<file path="src/rtl/noc_link_pkg.sv">
// ============================================================================
// Module      : noc_link_pkg
// Description : Shared link types and default widths for the credit-based NoC
//               flit link.
// Revision    : 1.0 - initial release
// ============================================================================
`default_nettype none

package noc_link_pkg;

    localparam int FLIT_WIDTH_DEF        = 32;
    localparam int DEST_WIDTH_DEF        = 6;
    localparam int FLIT_BUFFER_DEPTH_DEF = 256;

    typedef logic [FLIT_WIDTH_DEF-1:0] flit_t;
    typedef logic [DEST_WIDTH_DEF-1:0] dest_t;

    typedef struct packed {
        flit_t data;
        dest_t dest;
        logic  is_tail;
        logic  send;
    } link_t;

endpackage

`default_nettype wire

</file>
<file path="src/rtl/credit_counter.sv">
// ============================================================================
// Module      : credit_counter
// Description : Saturating credit counter; starts full, one credit consumed or
//               restored per cycle, sticky overflow when restored while full.
// Revision    : 1.0 - initial release
// ============================================================================
`default_nettype none

module credit_counter #(
    parameter int DEPTH = 256,
    parameter int WIDTH = $clog2(DEPTH + 1)
) (
    input  logic             clk,
    input  logic             rst,
    input  logic             consume,
    input  logic             restore,
    output logic [WIDTH-1:0] count,
    output logic             nonzero,
    output logic             overflow
);

    localparam logic [WIDTH-1:0] C_FULL = WIDTH'(DEPTH);

    logic [WIDTH-1:0] r_count;
    logic             r_overflow;
    logic             w_take;

    // A consume with no credit left is dropped so the count can never wrap.
    assign w_take = consume && (r_count != '0);

    always_ff @(posedge clk) begin
        if (rst) begin
            r_count    <= C_FULL;
            r_overflow <= 1'b0;
        end else begin
            case ({w_take, restore})
                2'b10:   r_count <= r_count - 1'b1;
                2'b01: begin
                    if (r_count == C_FULL) begin
                        r_overflow <= 1'b1;
                    end else begin
                        r_count <= r_count + 1'b1;
                    end
                end
                default: r_count <= r_count;
            endcase
        end
    end

    assign count    = r_count;
    assign nonzero  = (r_count != '0);
    assign overflow = r_overflow;

endmodule

`default_nettype wire

</file>
<file path="src/rtl/noc_credit_link_tx.sv">
// ============================================================================
// Module      : noc_credit_link_tx
// Description : Transmit side of a credit-based flit link: registers accepted
//               flits toward the router and tracks downstream buffer credits.
// Revision    : 1.0 - initial release
// ============================================================================
`default_nettype none

module noc_credit_link_tx
    import noc_link_pkg::*;
#(
    parameter int FLIT_WIDTH        = FLIT_WIDTH_DEF,
    parameter int DEST_WIDTH        = DEST_WIDTH_DEF,
    parameter int FLIT_BUFFER_DEPTH = FLIT_BUFFER_DEPTH_DEF,
    parameter int CREDIT_WIDTH      = $clog2(FLIT_BUFFER_DEPTH + 1)
) (
    input  logic                    clk,
    input  logic                    rst,
    input  logic                    in_valid,
    output logic                    in_ready,
    input  logic [FLIT_WIDTH-1:0]   in_data,
    input  logic [DEST_WIDTH-1:0]   in_dest,
    input  logic                    in_is_tail,
    output logic [FLIT_WIDTH-1:0]   data_out,
    output logic [DEST_WIDTH-1:0]   dest_out,
    output logic                    is_tail_out,
    output logic                    send_out,
    input  logic                    credit_in,
    output logic [CREDIT_WIDTH-1:0] credits_avail,
    output logic                    pkt_active,
    output logic                    err_credit_overflow
);

    typedef struct packed {
        logic [FLIT_WIDTH-1:0] data;
        logic [DEST_WIDTH-1:0] dest;
        logic                  is_tail;
        logic                  send;
    } link_reg_t;

    link_reg_t             r_link;
    logic [DEST_WIDTH-1:0] r_dest_hold;
    logic                  r_pkt_active;
    logic                  w_nonzero;
    logic                  w_accept;
    logic [DEST_WIDTH-1:0] w_dest;

    // Ready comes only from registered credit state, so a returning credit
    // becomes usable one cycle later and never races in_valid.
    assign in_ready = !rst && w_nonzero;
    assign w_accept = in_valid && in_ready;

    // Outside a packet the accepted flit is a head and supplies the dest.
    assign w_dest = r_pkt_active ? r_dest_hold : in_dest;

    credit_counter #(
        .DEPTH (FLIT_BUFFER_DEPTH),
        .WIDTH (CREDIT_WIDTH)
    ) u_credit_counter (
        .clk      (clk),
        .rst      (rst),
        .consume  (w_accept),
        .restore  (credit_in),
        .count    (credits_avail),
        .nonzero  (w_nonzero),
        .overflow (err_credit_overflow)
    );

    always_ff @(posedge clk) begin
        if (rst) begin
            r_link       <= '0;
            r_dest_hold  <= '0;
            r_pkt_active <= 1'b0;
        end else begin
            r_link.send <= w_accept;
            if (w_accept) begin
                r_link.data    <= in_data;
                r_link.dest    <= w_dest;
                r_link.is_tail <= in_is_tail;
                r_dest_hold    <= w_dest;
                r_pkt_active   <= !in_is_tail;
            end
        end
    end

    assign data_out    = r_link.data;
    assign dest_out    = r_link.dest;
    assign is_tail_out = r_link.is_tail;
    assign send_out    = r_link.send;
    assign pkt_active  = r_pkt_active;

endmodule

`default_nettype wire
</file>
<file path="config.mk">
export PLATFORM = sky130hd
export DESIGN_NAME = noc_credit_link_tx
export DESIGN_NICKNAME = d
export VERILOG_FILES = /design/src/rtl/noc_link_pkg.sv /design/src/rtl/credit_counter.sv /design/src/rtl/noc_credit_link_tx.sv
export SDC_FILE = /design/constraint.sdc
export NUM_CORES = 1
export LEC_CHECK = 0
export CORE_MARGIN = 2
export CORE_UTILIZATION = 42
export DETAILED_ROUTE_END_ITERATION = 10
export PLACE_DENSITY = 0.79
export SLEW_MARGIN = 20
export SYNTH_ARGS = -nofsm -noshare
export SYNTH_HDL_FRONTEND = slang
export SYNTH_SLANG_ARGS = --single-unit
</file>
<file path="constraint.sdc">
create_clock -name clk -period 3.85 [get_ports clk]
set_clock_uncertainty 0.15 [all_clocks]
set_input_delay 0.77 -clock clk [delete_from_list [all_inputs] [get_ports clk]]
set_output_delay 0.77 -clock clk [all_outputs]
set_load 0.1 [all_outputs]
</file>
==> results.txt <==
Die Height: 77.0 µm
initial antenna violation count: 0
crit path DAT: 3.36 ns
Crit Path Max Fanout: 8
Clock Latency Late Sink: 0.30 ns
Global Route Usage Sum: 19.7%
Setup Fix Bufs, Post-CTS: 0
Startpoint Class: flip-flop
final hold viol count: 0
Slew headroom: 31.7%
Max Slew Vio Count: 0
met2 WL: 2680 µm
synth-to-layout area growth: 49.4%
WP data required: 3.88 ns
H-tree depth: 2
drt pass-1 iters: 5
Worst Setup SP: u_credit_counter.count[0]
largest area contributor in the netlist: dfxtp_1
Starting Density: 43.5%
CTS sink count: 51
Post-Route M1 WL: 2490 µm
nets: 426
number of max-cap violations: 0
met3 wire len: 353 µm
Tcrit/Tclk final: 86.6%
crit end category: flip-flop
drt via density: 4.92
Post-Synthesis Cells: 284
drt drc: 0
top-area cell type share of the netlist area: 45.6%
total chip power: 2.68 mW
critical path type: flip-flop to flip-flop
Syn Area/Cell: 7.88 µm²
final wirelength: 5620 µm
Synth cell types: 38
Power Density: 801 mW/mm²
largest net degree at the start of global routing: 52
count of flip-flops with a built-in enable after synthesis: 0
Critical R2R Launch: u_credit_counter.count[0]
number of fill cells in the layout: 462
status: finished clean
RSZ-0062 raised after global routing: false
antenna-violating nets left: 0
worst vdd ir: 0.741 mV
# diodes: 0
Fin Setup TNS: 0 ns
Std-Cell Rows: 26
Top Layer Used: met4
Resized Gates After CTS: 0
top area cells in the synthesized netlist: dfxtp_1 (46%), nand2_1 (14%), o21ai_0 (9.4%)
Sequential Area: 0.00102 mm²
root buf cell: clkbuf_8
Tightest Hold Check Type: flip-flop to flip-flop
Clock transition at path regs: 0.09 ns
core area: 0.00514 mm²
total gr overflow: 0
I/O Pins: 95
Most used DFF post-synth: dfxtp_1
placer congestion estimate: 0.794
post-route minimum period: 3.33 ns
vias in the first global route: 2089
multi-input combinational cell area: 0.00112 mm²
full die area: 0.00593 mm²
hold_sp: data_out[14]
first-pass GRT wire length: 9640 µm
measured slew at the worst slew-check pin: 1.02 ns
average wire per standard cell: 12.6 µm
Post-synth ARST share: 0%
Setup Viol. Count Final: 0
via count: 2194
port bufs: 94
Syn Std Cell Area: 0.00224 mm²
synthesized flop and latch total: 51
share of cells above drive strength 1: 5.05%
Leak: 1.27 nW
CTS Buf Count: 5
syn nets: 335
fmax: 0.300 GHz
Seq/Total Area, Yosys: 45.6%
# hold bufs at CTS: 0
die width: 77.0 µm
CTS tree: built
DP Wirelength: 4090 µm
DRT iter0 DRCs: 79
CTS max path bufs: 2
Yosys warnings: 0
layout by cell type (no fill, tap or decap), types with 2 or more instances in the layout:
master	netlist	layout
clkdlybuf4s50_1	0	93
nand2_1	83	83
dfxtp_1	51	51
o21ai_0	42	42
nor2_1	19	19
a21oi_1	14	14
inv_1	8	8
o21ai_1	7	7
ha_1	7	7
clkbuf_8	0	7
mux2i_1	4	4
buf_4	1	4
a21o_1	3	3
nor2b_1	3	3
or4_4	2	2
a211oi_1	2	2
o211ai_1	2	2
nor3b_1	2	2
xnor2_1	2	2
a31oi_1	2	2
per-layer routing:
metal	GRT usage (%)	vias to the layer above
met4	6.43	0
met1	23.6	969
met3	4.71	8
li1	-	1142
met5	0	-
met2	34.7	75
where the power goes:
group          switching [mW]  total, mW  internal (mW)
Combinational            1.14       1.62          0.479
Clock                   0.176      0.340          0.164
Sequential             0.0906      0.720          0.629
Total                    1.41       2.68           1.27
cells in the mapped netlist (2+ instances only):
master and count:
o21ai_1 7, o21ai_0 42, mux2i_1 4, ha_1 7, a211oi_1 2, inv_1 8, nor3b_1 2, nand2_1 83
or4_4 2, buf_2 2, clkbuf_1 10, a21o_1 3, dfxtp_1 51, a21oi_1 14, nor2b_1 3, nor2_1 19
o211ai_1 2, xnor2_1 2, a31oi_1 2
critical path, stage by stage, from the launching register on:
cell and delay (ns):
dfxtp_1 0.38, or4_4 0.59, o311ai_2 0.28, nand2_1 0.28, ha_1 0.41, nor2b_1 0.15, o31a_1 0.28, o21ai_0 0.37
mux2i_1 0.23, o211ai_1 0.09
cell type report:
type | count | area share (%)
Sequential cell | 51 | 30.5
Tap cell | 70 | 2.62
Inverter | 9 | 1.01
Clock inverter | 1 | 0.225
Timing Repair Buffer | 98 | 29.3
Clock buffer | 7 | 2.88
Multi-Input combinational cell | 210 | 33.4
state kept, by name, indices dropped and copies added, names as in the netlist:
register                   cells
data_out                      32
u_credit_counter.count         9
r_dest_hold                    6
is_tail_out                    1
pkt_active                     1
send_out                       1
u_credit_counter.overflow      1
worst paths after layout:
| check | end | slack, ns | depth (start not counted) |
|---|---|---|---|
| setup reg to reg | u_credit_counter.count[8] | 0.52 | 9 |
| hold / removal | data_out[14] | 0.30 | 2 |
| setup / recovery | u_credit_counter.count[8] | 0.52 | 9 |
| hold reg to reg | data_out[14] | 0.30 | 2 |
kinds of logic (layout without fill, tap and decap cells):
logic type      Yosys count  in the layout  share of synthesized area [%]
compound gates           78             78                           20.1
flops                    51             51                           45.6
simple gates            117            117                           21.9
xor+xnor                  2              2                          0.783
mux                       5              5                           2.29
fa+ha+maj                 8              8                           4.81
buf+inv                  23            115                           4.47
through the flow:
| stage | utilization [%] | cell area (µm²) | setup slack (ns) | hold WS [ns] | std cells |
|---|---|---|---|---|---|
| after global routing | 65.0 | 3340 | 0.307 | 0.339 | 446 |
| after detailed placement | 63.0 | 3240 | 0.269 | 0.293 | 438 |
| after global placement | 63.0 | 3240 | 0.377 | 0.285 | 438 |
| final | 65.0 | 3340 | 0.516 | 0.305 | 446 |
| after CTS | 65.0 | 3340 | 0.520 | 0.306 | 446 |
| after floorplan | - | 2240 | 0.196 | 0.710 | 284 |
No activity file was read; power rests on OpenSTA's default activity.
